<file path="src/rtl/disp_scan_ctrl_pkg.sv">
// Shared definitions for the keypad-entry display scanner.
// Holds the FSM encoding, digit/segment widths, blank patterns, the error
// glyph code and a helper that builds the one-hot-low anode for a slot.
package disp_scan_ctrl_pkg;

    localparam int unsigned DIGITS  = 4;
    localparam int unsigned CODE_W  = 4;
    localparam int unsigned SEG_W   = 7;
    localparam int unsigned IDX_W   = 2;
    localparam int unsigned CNT_W   = 3;
    localparam int unsigned BLINK_W = 8;

    typedef enum logic [1:0] {
        ST_IDLE  = 2'd0,
        ST_ENTRY = 2'd1,
        ST_ERROR = 2'd2
    } state_t;

    localparam logic [SEG_W-1:0]  BLANK_SEG = 7'b1111111;
    localparam logic [DIGITS-1:0] BLANK_AN  = 4'b1111;
    localparam logic [CODE_W-1:0] ERR_CODE  = 4'hA;

    // Slot 0 is the leftmost digit, driven by anode[3].
    function automatic logic [DIGITS-1:0] anode_sel(input logic [IDX_W-1:0] idx);
        logic [DIGITS-1:0] an;
        an = BLANK_AN;
        an[IDX_W'(DIGITS-1) - idx] = 1'b0;
        return an;
    endfunction

endpackage

</file>
<file path="src/rtl/disp_scan_ctrl_decode.sv">
// Seven-segment decoder (combinational), active-low {g,f,e,d,c,b,a}.
// Ports: code  - 4-bit digit code (0-9 digits, A = error glyph)
//        seg_c - active-low segment pattern; unknown codes are blank
module seven_seg_decode
    import disp_scan_ctrl_pkg::*;
(
    input  logic [CODE_W-1:0] code,
    output logic [SEG_W-1:0]  seg_c
);

    always_comb begin
        seg_c = BLANK_SEG;
        case (code)
            4'h0: seg_c = 7'b1000000;
            4'h1: seg_c = 7'b1111001;
            4'h2: seg_c = 7'b0100100;
            4'h3: seg_c = 7'b0110000;
            4'h4: seg_c = 7'b0011001;
            4'h5: seg_c = 7'b0010010;
            4'h6: seg_c = 7'b0000010;
            4'h7: seg_c = 7'b1111000;
            4'h8: seg_c = 7'b0000000;
            4'h9: seg_c = 7'b0010000;
            4'hA: seg_c = 7'b0001001;
            default: seg_c = BLANK_SEG;
        endcase
    end

endmodule

</file>
<file path="src/rtl/disp_scan_ctrl.sv">
// Keypad digit entry with a 4-digit multiplexed seven-segment display.
// Stores up to four keyed digits, scans them onto the display and shows a
// timed error glyph on request.
// Parameters: REFRESH_DIV - clk cycles per scan slot (>= 2)
//             ERR_CYCLES  - clk cycles the error display is held (>= 1)
// Ports: clk, reset (sync, active-high)
//        key_valid/key_val - new keypad digit strobe and value
//        clear             - discard entry strobe
//        err               - error display request strobe
//        press_count       - digits stored (0-4)
//        busy_err          - high while in ERROR
//        anode             - active-low digit enables, anode[3] leftmost
//        segOut            - active-low segments {g,f,e,d,c,b,a}
// Build option: define DISP_BLINK_EN to blink the error display.
module disp_scan_ctrl
    import disp_scan_ctrl_pkg::*;
#(
    parameter int unsigned REFRESH_DIV = 100000,
    parameter int unsigned ERR_CYCLES  = 200000000
) (
    input  logic              clk,
    input  logic              reset,
    input  logic              key_valid,
    input  logic [CODE_W-1:0] key_val,
    input  logic              clear,
    input  logic              err,
    output logic [CNT_W-1:0]  press_count,
    output logic              busy_err,
    output logic [DIGITS-1:0] anode,
    output logic [SEG_W-1:0]  segOut
);

    localparam int unsigned PRE_W = (REFRESH_DIV > 1) ? $clog2(REFRESH_DIV) : 1;
    localparam int unsigned TMR_W = (ERR_CYCLES > 1) ? $clog2(ERR_CYCLES) : 1;
    localparam logic [PRE_W-1:0] PRE_LAST = PRE_W'(REFRESH_DIV - 1);
    localparam logic [TMR_W-1:0] TMR_LOAD = TMR_W'(ERR_CYCLES - 1);

    state_t                          state;
    state_t                          state_next;
    logic [CNT_W-1:0]                cnt_next;
    logic [DIGITS-1:0][CODE_W-1:0]   digit_buf;
    logic [DIGITS-1:0][CODE_W-1:0]   buf_next;
    logic [TMR_W-1:0]                timer;
    logic [TMR_W-1:0]                timer_next;
    logic [PRE_W-1:0]                presc;
    logic [IDX_W-1:0]                idx;
    logic                            scan_tick_c;
    logic [CODE_W-1:0]               code_sel_c;
    logic [SEG_W-1:0]                seg_dec_c;
    logic [DIGITS-1:0]               anode_next;
    logic [SEG_W-1:0]                seg_next;

    // State register
    always_ff @(posedge clk) begin
        if (reset) state <= ST_IDLE;
        else       state <= state_next;
    end

    // Next state and entry/timer updates; clear > err > key_valid
    always_comb begin
        state_next = state;
        cnt_next   = press_count;
        buf_next   = digit_buf;
        timer_next = timer;
        if (clear) begin
            state_next = ST_IDLE;
            cnt_next   = '0;
            buf_next   = '0;
            timer_next = '0;
        end else if (state == ST_ERROR) begin
            // Strobes other than clear are ignored while the error is shown.
            if (timer == '0) state_next = ST_IDLE;
            else             timer_next = timer - TMR_W'(1);
        end else if (err) begin
            state_next = ST_ERROR;
            cnt_next   = '0;
            buf_next   = '0;
            timer_next = TMR_LOAD;
        end else if (key_valid && (key_val <= CODE_W'(9)) &&
                     (press_count < CNT_W'(DIGITS))) begin
            buf_next[press_count[IDX_W-1:0]] = key_val;
            cnt_next   = press_count + CNT_W'(1);
            state_next = ST_ENTRY;
        end
    end

    // Entry, timer and status registers
    always_ff @(posedge clk) begin
        if (reset) begin
            press_count <= '0;
            digit_buf   <= '0;
            timer       <= '0;
            busy_err    <= 1'b0;
        end else begin
            press_count <= cnt_next;
            digit_buf   <= buf_next;
            timer       <= timer_next;
            busy_err    <= (state_next == ST_ERROR);
        end
    end

    // Free-running scan prescaler and slot index
    assign scan_tick_c = (presc == PRE_LAST);

    always_ff @(posedge clk) begin
        if (reset) begin
            presc <= '0;
            idx   <= '0;
        end else begin
            presc <= scan_tick_c ? '0 : presc + PRE_W'(1);
            if (scan_tick_c) idx <= idx + IDX_W'(1);
        end
    end

`ifdef DISP_BLINK_EN
    logic [BLINK_W-1:0] blink_cnt;
    logic               blink;

    // Blink phase toggles every 256 slot advances, restarting on ERROR entry
    always_ff @(posedge clk) begin
        if (reset) begin
            blink_cnt <= '0;
            blink     <= 1'b0;
        end else if ((state != ST_ERROR) && (state_next == ST_ERROR)) begin
            blink_cnt <= '0;
            blink     <= 1'b0;
        end else if ((state == ST_ERROR) && scan_tick_c) begin
            blink_cnt <= blink_cnt + BLINK_W'(1);
            if (blink_cnt == '1) blink <= ~blink;
        end
    end
`endif

    assign code_sel_c = (state == ST_ERROR) ? ERR_CODE : digit_buf[idx];

    seven_seg_decode u_decode (
        .code  (code_sel_c),
        .seg_c (seg_dec_c)
    );

    // Display selection for the current slot
    always_comb begin
        anode_next = BLANK_AN;
        seg_next   = BLANK_SEG;
        case (state)
            ST_ENTRY: begin
                if (CNT_W'(idx) < press_count) begin
                    anode_next = anode_sel(idx);
                    seg_next   = seg_dec_c;
                end
            end
            ST_ERROR: begin
                anode_next = anode_sel(idx);
                seg_next   = seg_dec_c;
`ifdef DISP_BLINK_EN
                if (blink) begin
                    anode_next = BLANK_AN;
                    seg_next   = BLANK_SEG;
                end
`endif
            end
            default: ;
        endcase
    end

    // Registered display outputs
    always_ff @(posedge clk) begin
        if (reset) begin
            anode  <= BLANK_AN;
            segOut <= BLANK_SEG;
        end else begin
            anode  <= anode_next;
            segOut <= seg_next;
        end
    end

endmodule

</file>
<file path="config.mk">
export PLATFORM = sky130hd
export DESIGN_NAME = disp_scan_ctrl
export DESIGN_NICKNAME = d
export VERILOG_FILES = /design/src/rtl/disp_scan_ctrl_pkg.sv /design/src/rtl/disp_scan_ctrl_decode.sv /design/src/rtl/disp_scan_ctrl.sv
export SDC_FILE = /design/constraint.sdc
export NUM_CORES = 1
export LEC_CHECK = 0
export CAP_MARGIN = 25
export CORE_MARGIN = 2
export CORE_UTILIZATION = 43
export DETAILED_ROUTE_END_ITERATION = 10
export PLACE_DENSITY = 0.65
export SLEW_MARGIN = 15
export SYNTH_ARGS = -nofsm -noshare
export SYNTH_HDL_FRONTEND = slang
export SYNTH_SLANG_ARGS = --single-unit
</file>
<file path="constraint.sdc">
create_clock -name clk -period 6.9 [get_ports clk]
set_input_delay 0.69 -clock clk [delete_from_list [all_inputs] [get_ports clk]]
set_output_delay 0.69 -clock clk [all_outputs]
set_load 0.02 [all_outputs]
</file>
==> results of run 1 <==
-- flip-flops by register name, indices dropped and copies added, names as in the netlist --
| signal | count |
|---|---|
| press_count | 3 |
| presc | 17 |
| state | 2 |
| digit_buf | 16 |
| timer | 28 |
| anode | 4 |
| busy_err | 1 |
| idx | 2 |
| segOut | 7 |
-- power by group --
| part | internal (mW) | leakage (nW) | switching [mW] |
|---|---|---|---|
| clock network | 0.139 | 0.0813 | 0.178 |
| registers | 0.475 | 0.650 | 0.0119 |
| logic | 0.0487 | 0.810 | 0.0812 |
| total | 0.663 | 1.54 | 0.271 |
-- metrics by stage --
step	instances	worst slack, ns
2_1_floorplan	451	4.50
3_3_place_gp	567	4.07
3_5_place_dp	567	3.93
4_1_cts	583	3.90
5_1_grt	583	3.62
6_report	583	3.84
-- layer usage --
layer / up-vias / GRT usage [%] / routed length [um]
met2: 94 / 30.3 / 4210
met5: - / 0 / 0
met4: 0 / 4.95 / 75
met1: 1567 / 24.1 / 4280
met3: 9 / 4.46 / 419
li1: 1672 / - / -
-- final cells by class --
cell class              instances  area [um^2]
flip-flops and latches         80         1600
inverters                      17         63.8
well taps                     111          139
clock buffers                  11          141
fillers                       873         4650
multi-input cells             335         2240
clock inverters                 5         32.5
repair buffers                 24          238
-- cell families after synthesis --
group,synth area share [%]
AO/OA/AOI/OAI,16.8
buffers and inverters,3.55
AND/OR/NAND/NOR,24.9
multiplexers,3.36
XOR/XNOR,5.27
flip-flops,40.2
adder cells (fa/ha/maj),5.96
-- cell usage in the layout (no fill, tap or decap), types with 4 or more instances in the layout --
cell | synthesis | final
or4_1 | 6 | 6
xor2_1 | 11 | 11
clkdlybuf4s50_1 | 0 | 23
o21a_1 | 5 | 5
nand2b_1 | 9 | 9
nor3b_1 | 4 | 4
nor3_1 | 14 | 14
and3_1 | 8 | 8
or2_2 | 7 | 7
nand4_1 | 4 | 4
o21ai_0 | 19 | 19
a211oi_1 | 8 | 8
ha_1 | 19 | 19
clkbuf_8 | 0 | 10
xnor2_1 | 13 | 13
nand2_1 | 26 | 26
nand3_1 | 16 | 16
nor2_1 | 58 | 58
a31oi_1 | 8 | 8
a32oi_1 | 10 | 10
a21oi_1 | 27 | 27
nor4_1 | 4 | 4
o31ai_1 | 5 | 5
or3_1 | 9 | 9
mux4_2 | 4 | 4
dfxtp_1 | 80 | 80
inv_1 | 16 | 16
-- how the worst min path moves through the flow --
stage                          end  slack, ns  depth (start not counted)
after floorplan           presc[0]       0.43                          1
after global placement    presc[0]       0.44                          1
after detailed placement  presc[0]       0.45                          1
after CTS                 presc[0]       0.47                          1
after global routing      presc[0]       0.48                          1
final                     presc[0]       0.46                          1
==> flow_summary.ini, run 1 <==
[outcome]
status = finished, final reports clean

[critical_path]
crit_end = state[0]
r2r-start = state[0]
reg2reg_to = state[0]
cp_max_fo = 27
slowest_delay_ns = 0.73
end_kind = flop
criticalPathCategory = reg -> reg
worst_path_most_repeated_cell = a21oi_1
worstPathCellList = inv_1, ha_1, clkinv_1, nand2_1, buf_4, a21oi_1, or3_1, a21oi_1
crit_cells = 8
cp_data_arrival_time_ns = 3.36
cp_slowest_cell = ha_1
start_kind = flop
cp_top_family = buffers and inverters
crit_path_start = state[0]
reg2reg_depth = 8
required_ns = 7.20
r2r_setup_slack_ns = 3.84
crit_buf_inv = 3

[cells_and_area]
fin_area_mm2 = 0.00446
diodes = 0
drive_above_1_share_pct = 7.84
syn2layout_area_growth_pct = 11.9
post-route-util_pct = 49.0
nets = 495

[yosys]
ys_warn_count = 0
netlist_top_cells_count = dfxtp_1, nor2_1, a21oi_1
async_reset_ff_share_pct = 0
syn-cell-area_mm2 = 0.00399
yosys.area.top_type = dfxtp_1
ys_types = 60
synth_top_area_share_pct = 40.2
synthTopCellsByArea = dfxtp_1, ha_1, nor2_1
synth-seq-cells = 80
postSynthNetCount = 479
synth_cells = 451
yosys_most_used_dff = dfxtp_1
synth_edf_count = 0
yosysMostFrequentCell = dfxtp_1
yosysSeqAreaShare_pct = 40.2
syn_area_per_cell_um2 = 8.84

[detailed_routing]
avgViaCountPerCell = 5.73
drt_wl_total_um = 8990
final_antenna_net_count = 0
drt_iter0_markers = 239
drc = 0
firstDrtPassIters = 5
vias = 3342
wl_per_cell_um = 15.4

[timing]
finalHoldViolCount = 0
final.min_clock_period_ns = 3.06
period_share_pct = 44.3
setup_violations = 0
max_slew.worst_pin.slew_ns = 0.875
fmax_ghz = 0.327
slew_viol_final = 0
max_slew_margin_pct = 41.6
fin_worst_skew_ns = 0.0127
whs_ns = 0.465
rsz0062_at_grt = no
fin_tns_setup_ns = 0

[global_routing]
grt_max_degree = 40
antenna_found_initial = 0
grt_use_total_pct = 18.4
grt_pass1_wl_um = 14600
grt_pass1_vias = 2996
grt_overflow_total = 0

[die]
chipHeight_um = 100
dieArea_mm2 = 0.0101
core_area_mm2 = 0.00911
top_level_ports = 24
floorplan.initialDensity_pct = 43.8
num_rows = 35
die_w_um = 100

[clock_tree]
cts_tree = done
cts_inserted_buffers = 9
cts_setup_buffers = 0
clock_sinks = 80
clk_pin_slew_ns = 0.09
cts_hold_buf = 0
clockRootBuffer = clkbuf_8
cts_buffer_depth = 2
clkLatencyLatePin_ns = 0.36
cts-htree-levels = 3
cts_resized = 0

[pwr]
power_mw = 0.934
leakagePower_nw = 1.54
vdd_drop_max_mv = 0.0812
p_per_area_mw_per_mm2 = 209

[placed_design]
postPlaceCellArea_mm2 = 0.00429
gp_congestion = 0.812
hpwlAfterDp_um = 6240
portBuffers = 23

[job]
max-cap-violations = 0

[hold_path]
hold_path_startpoint = presc[0]
min_path_type = reg -> reg
No activity file was read; power rests on OpenSTA's default activity.
==> run 2: changes to the inputs <==
--- a/config.mk
+++ b/config.mk
@@ -9,7 +9,7 @@
 export CORE_MARGIN = 2
 export CORE_UTILIZATION = 43
 export DETAILED_ROUTE_END_ITERATION = 10
-export PLACE_DENSITY = 0.65
+export PLACE_DENSITY = 0.67
 export SLEW_MARGIN = 15
 export SYNTH_ARGS = -nofsm -noshare
 export SYNTH_HDL_FRONTEND = slang
==> constraint.sdc (replaced) <==
create_clock -name clk -period 2.7 [get_ports clk]
set_input_delay 0.27 -clock clk [delete_from_list [all_inputs] [get_ports clk]]
set_output_delay 0.27 -clock clk [all_outputs]
set_load 0.02 [all_outputs]
==> run 2 against run 1 <==
Net effect: largest power group unchanged; clock power grew to 3.2 times the previous value; power grew to 2.8 times the previous value; critical path depth shrank 2; first-iteration DRC count decreased by 49%; sequential cell count is the same; via count grew 0.48%; combinational power grew to 2.7 times the previous value; maximum frequency up 29%; worst setup slack got worse by 3.5 ns; wire length fell by 2.2%; sequential share of layout area down 1.0 points; cell area rose by 3.0%.
==> flow_summary.ini, run 2 (same netlist as run 1, synthesis figures left out) <==
[die]
die_w_um = 100
chipHeight_um = 100
floorplan.initialDensity_pct = 43.8
top_level_ports = 24
core_area_mm2 = 0.00911
dieArea_mm2 = 0.0101
num_rows = 35

[cells_and_area]
post-route-util_pct = 50.4
diodes = 0
syn2layout_area_growth_pct = 15.2
multiInputGateArea_mm2 = 0.00224
drive_above_1_share_pct = 9.77
regMostFlops = timer
top_regs = timer: 28 flops, presc: 17 flops, digit_buf: 16 flops
fin_area_mm2 = 0.00459
largest_reg_flops = 28
fillers = 895
final_cell_mix = dfxtp_1, nor2_1, a21oi_1
nets = 505
ff_latch_area_mm2 = 0.00160
final_common_cell = dfxtp_1

[clock_tree]
clkLatencyLatePin_ns = 0.34
cts_setup_buffers = 0
cts_tree = done
cts_hold_buf = 0
clockRootBuffer = clkbuf_8
cts_buffer_depth = 2
cts_resized = 0
cts-htree-levels = 3
cts_inserted_buffers = 9
clock_sinks = 80
clk_pin_slew_ns = 0.08

[pwr]
p_per_area_mw_per_mm2 = 570
vdd_drop_max_mv = 0.289
power_mw = 2.62
leakagePower_nw = 1.63

[placed_design]
gp_congestion = 0.858
hpwlAfterDp_um = 6330
portBuffers = 23
postPlaceCellArea_mm2 = 0.00436

[detailed_routing]
vias = 3358
drt_wl_total_um = 8780
firstDrtPassIters = 4
drt_iter0_markers = 123
wl_per_cell_um = 14.8
avgViaCountPerCell = 5.67
dr_wl_met3_um = 502
met2_length_um = 4170
wl_met1_um = 3970
highest_layer = met4
drc = 0
final_antenna_net_count = 0

[global_routing]
grt_pass1_wl_um = 15200
grt_pass1_vias = 3251
grt_max_degree = 40
antenna_found_initial = 0
grt_overflow_total = 0
grt_use_total_pct = 18.6

[timing]
period_share_pct = 87.5
fmax_ghz = 0.423
fin_tns_setup_ns = 0
max_slew_margin_pct = 49.0
max_slew.worst_pin.slew_ns = 0.766
setup_violations = 0
fin_worst_skew_ns = 0.0113
slew_viol_final = 0
final.min_clock_period_ns = 2.36
finalHoldViolCount = 0
whs_ns = 0.464
rsz0062_at_grt = no

[outcome]
status = finished, final reports clean

[critical_path]
criticalPathCategory = reg -> reg
end_kind = flop
cp_top_family = compound AO/OA/AOI/OAI gates
cp_slowest_cell = mux4_2
crit_buf_inv = 0
cp_max_fo = 6
cp_data_arrival_time_ns = 2.58
required_ns = 2.91
worstPathCellList = mux4_2, or2_2, ha_1, a211o_1, a21oi_1, o21ai_0
slowest_delay_ns = 0.58
start_kind = flop

[job]
max-cap-violations = 0

[hold_path]
min_path_type = reg -> reg
[run 2: routing by layer]
| metal | vias to the layer above | global-route usage, % |
|---|---|---|
| met4 | 0 | 6.64 |
| met3 | 15 | 4.18 |
| met1 | 1568 | 23.4 |
| li1 | 1682 | - |
| met5 | - | 0 |
| met2 | 93 | 31.1 |
[run 2: area by class of cell]
class | instances | share of cell area, %
multi-input combinational | 335 | 48.8
clock inverter | 6 | 2.37
inverter | 17 | 1.39
timing repair buffer | 34 | 6.81
tap | 111 | 3.02
clock buffer | 9 | 2.70
sequential | 80 | 34.9
[run 2: worst paths after layout]
path / start / to / slack [ns] / cells after the start
worst max-delay path: idx[0] / segOut[2] / 0.34 / 6
worst min-delay path: presc[0] / presc[0] / 0.46 / 1
worst max register to register: idx[0] / segOut[2] / 0.34 / 6
worst min register to register: presc[0] / presc[0] / 0.46 / 1
[run 2: where the power goes]
part,switching [mW],total [mW],internal [mW]
Clock,0.420,1.03,0.608
Combinational,0.207,0.347,0.139
Sequential,0.0307,1.24,1.21
Total,0.658,2.62,1.96
[run 2: stage by stage]
step	std cells	worst slack, ns
finish	592	0.337
global placement	577	0.458
global route	592	0.176
CTS	592	0.338
floorplan	451	0.296
detailed placement	577	0.377
==> run 3: changes to the inputs <==
--- a/config.mk
+++ b/config.mk
@@ -9,7 +9,9 @@
 export CORE_MARGIN = 2
 export CORE_UTILIZATION = 43
 export DETAILED_ROUTE_END_ITERATION = 10
-export PLACE_DENSITY = 0.67
+export DONT_BUFFER_PORTS = 1
+export PLACE_DENSITY = 0.64
+export REMOVE_ABC_BUFFERS = 1
 export SLEW_MARGIN = 15
 export SYNTH_ARGS = -nofsm -noshare
 export SYNTH_HDL_FRONTEND = slang
==> run 3 against run 2 <==
Net effect: die area unchanged; maximum frequency increased by 6.4%; clock skew increased by 0.0019 ns; critical path type unchanged; largest cell class unchanged; clock-buffer cell count increased by 1; utilization decreased by 2.5 points; sequential power about the same.
==> flow_summary.ini, run 3 (same netlist as run 1, synthesis figures left out) <==
[outcome]
status = finished, final reports clean

[detailed_routing]
wl_per_cell_um = 15.3
drc = 0
final_antenna_net_count = 0
avgViaCountPerCell = 5.78
drt_wl_total_um = 8750
vias = 3308
firstDrtPassIters = 4
drt_iter0_markers = 171

[timing]
whs_ns = 0.0836
final.min_clock_period_ns = 2.22
fin_tns_setup_ns = 0
setup_violations = 0
fmax_ghz = 0.450
max_slew_margin_pct = 48.2
max_slew.worst_pin.slew_ns = 0.778
finalHoldViolCount = 0
slew_viol_final = 0
fin_worst_skew_ns = 0.0132
rsz0062_at_grt = no
period_share_pct = 82.3

[pwr]
power_frac_comb_pct = 12.1
p_per_area_mw_per_mm2 = 573
power_switching_mw = 0.700
switching_share_pct = 28.0
seq_power_share_pct = 50.3
p_int_mw = 1.80
vdd_drop_max_mv = 0.240
clkPwrFrac_pct = 37.6
leakagePower_nw = 1.54

[cells_and_area]
syn2layout_area_growth_pct = 9.42
largest_reg_flops = 28
fin_cells = 572
final_common_cell = dfxtp_1
nets = 484
drive_above_1_share_pct = 10.6
fin_area_mm2 = 0.00436
fillers = 866
regMostFlops = timer
top_regs = timer: 28 flops, presc: 17 flops, digit_buf: 16 flops
diodes = 0
final_cell_mix = dfxtp_1, nor2_1, a21oi_1

[clock_tree]
clk_pin_slew_ns = 0.09
cts-htree-levels = 3
cts_buffer_depth = 2
clockRootBuffer = clkbuf_8
cts_inserted_buffers = 9
clkLatencyLatePin_ns = 0.36
cts_setup_buffers = 0
clock_sinks = 80
cts_tree = done

[hold_path]
min_path_type = in -> reg
hold_path_startpoint = clear

[placed_design]
portBuffers = 0
postPlaceCellArea_mm2 = 0.00414
gp_congestion = 0.861
hpwlAfterDp_um = 6020
place_inst = 555

[global_routing]
grt_pass1_vias = 3141
grt_max_degree = 40
antenna_found_initial = 0
grt_pass1_wl_um = 14900
grt_use_total_pct = 18.4
grt_overflow_total = 0

[die]
core_area_mm2 = 0.00911
dieArea_mm2 = 0.0101
floorplan.initialDensity_pct = 43.8
num_rows = 35
die_w_um = 100
chipHeight_um = 100
top_level_ports = 24

[job]
max-cap-violations = 0

[critical_path]
crit_path_start = idx[1]
cp_max_fo = 9
end_kind = flop
r2r-start = idx[1]
required_ns = 2.95
start_kind = flop
criticalPathCategory = reg -> reg
cp_data_arrival_time_ns = 2.47
-- run 3: worst paths after layout --
kind,end,slack (ns),depth (start not counted)
setup / recovery,segOut[5],0.48,6
setup reg to reg,segOut[5],0.48,6
hold / removal,state[0],0.08,2
hold reg to reg,digit_buf[4],0.47,2
-- run 3: metal layers --
metal | track usage (%) | routed length [um] | part of all wire (%)
met1 | 23.8 | 4110 | 47
met2 | 29.8 | 4110 | 47
met3 | 4.32 | 418 | 4.8
met5 | 0 | 0 | 0
met4 | 7.17 | 112 | 1.3
-- run 3: area by class of cell --
cell class              instances  area (um^2)  area share, %
flip-flops and latches         80         1600           36.7
multi-input cells             335         2240           51.4
inverters                      17         63.8           1.46
clock buffers                  10          138           3.16
clock inverters                 6         76.3           1.75
repair buffers                 13          100           2.29
well taps                     111          139           3.18
-- run 3: critical path, stage by stage (launching register included) --
cell     delay, ns
dfxtp_1       0.56
mux4_2        0.40
or2_2         0.32
ha_1          0.24
a211o_1       0.31
a21oi_1       0.17
o21ai_0       0.11
-- run 3: power groups by stage --
stage                     registers [mW]  clock network [mW]  logic (mW)
after floorplan                     1.28                   0       0.216
final                               1.26               0.938       0.303
after global placement              1.28                   0       0.293
after CTS                           1.26               0.972       0.300
after global routing                1.26                1.02       0.335
after detailed placement            1.28                   0       0.296
-- run 3: repair_timing --
action                    in CTS  in global routing
hold endpoints to repair       2                  0
gates resized for setup        0                  0
hold buffers                   1                  0
-- run 3: per-stage QoR --
stage	power, mW	setup slack (ns)	util [%]
3_5_place_dp	1.58	0.471	45.4
3_3_place_gp	1.58	0.540	45.4
2_1_floorplan	1.49	0.219	-
5_1_grt	2.62	0.261	47.9
6_report	2.50	0.479	47.9
4_1_cts	2.53	0.442	47.9
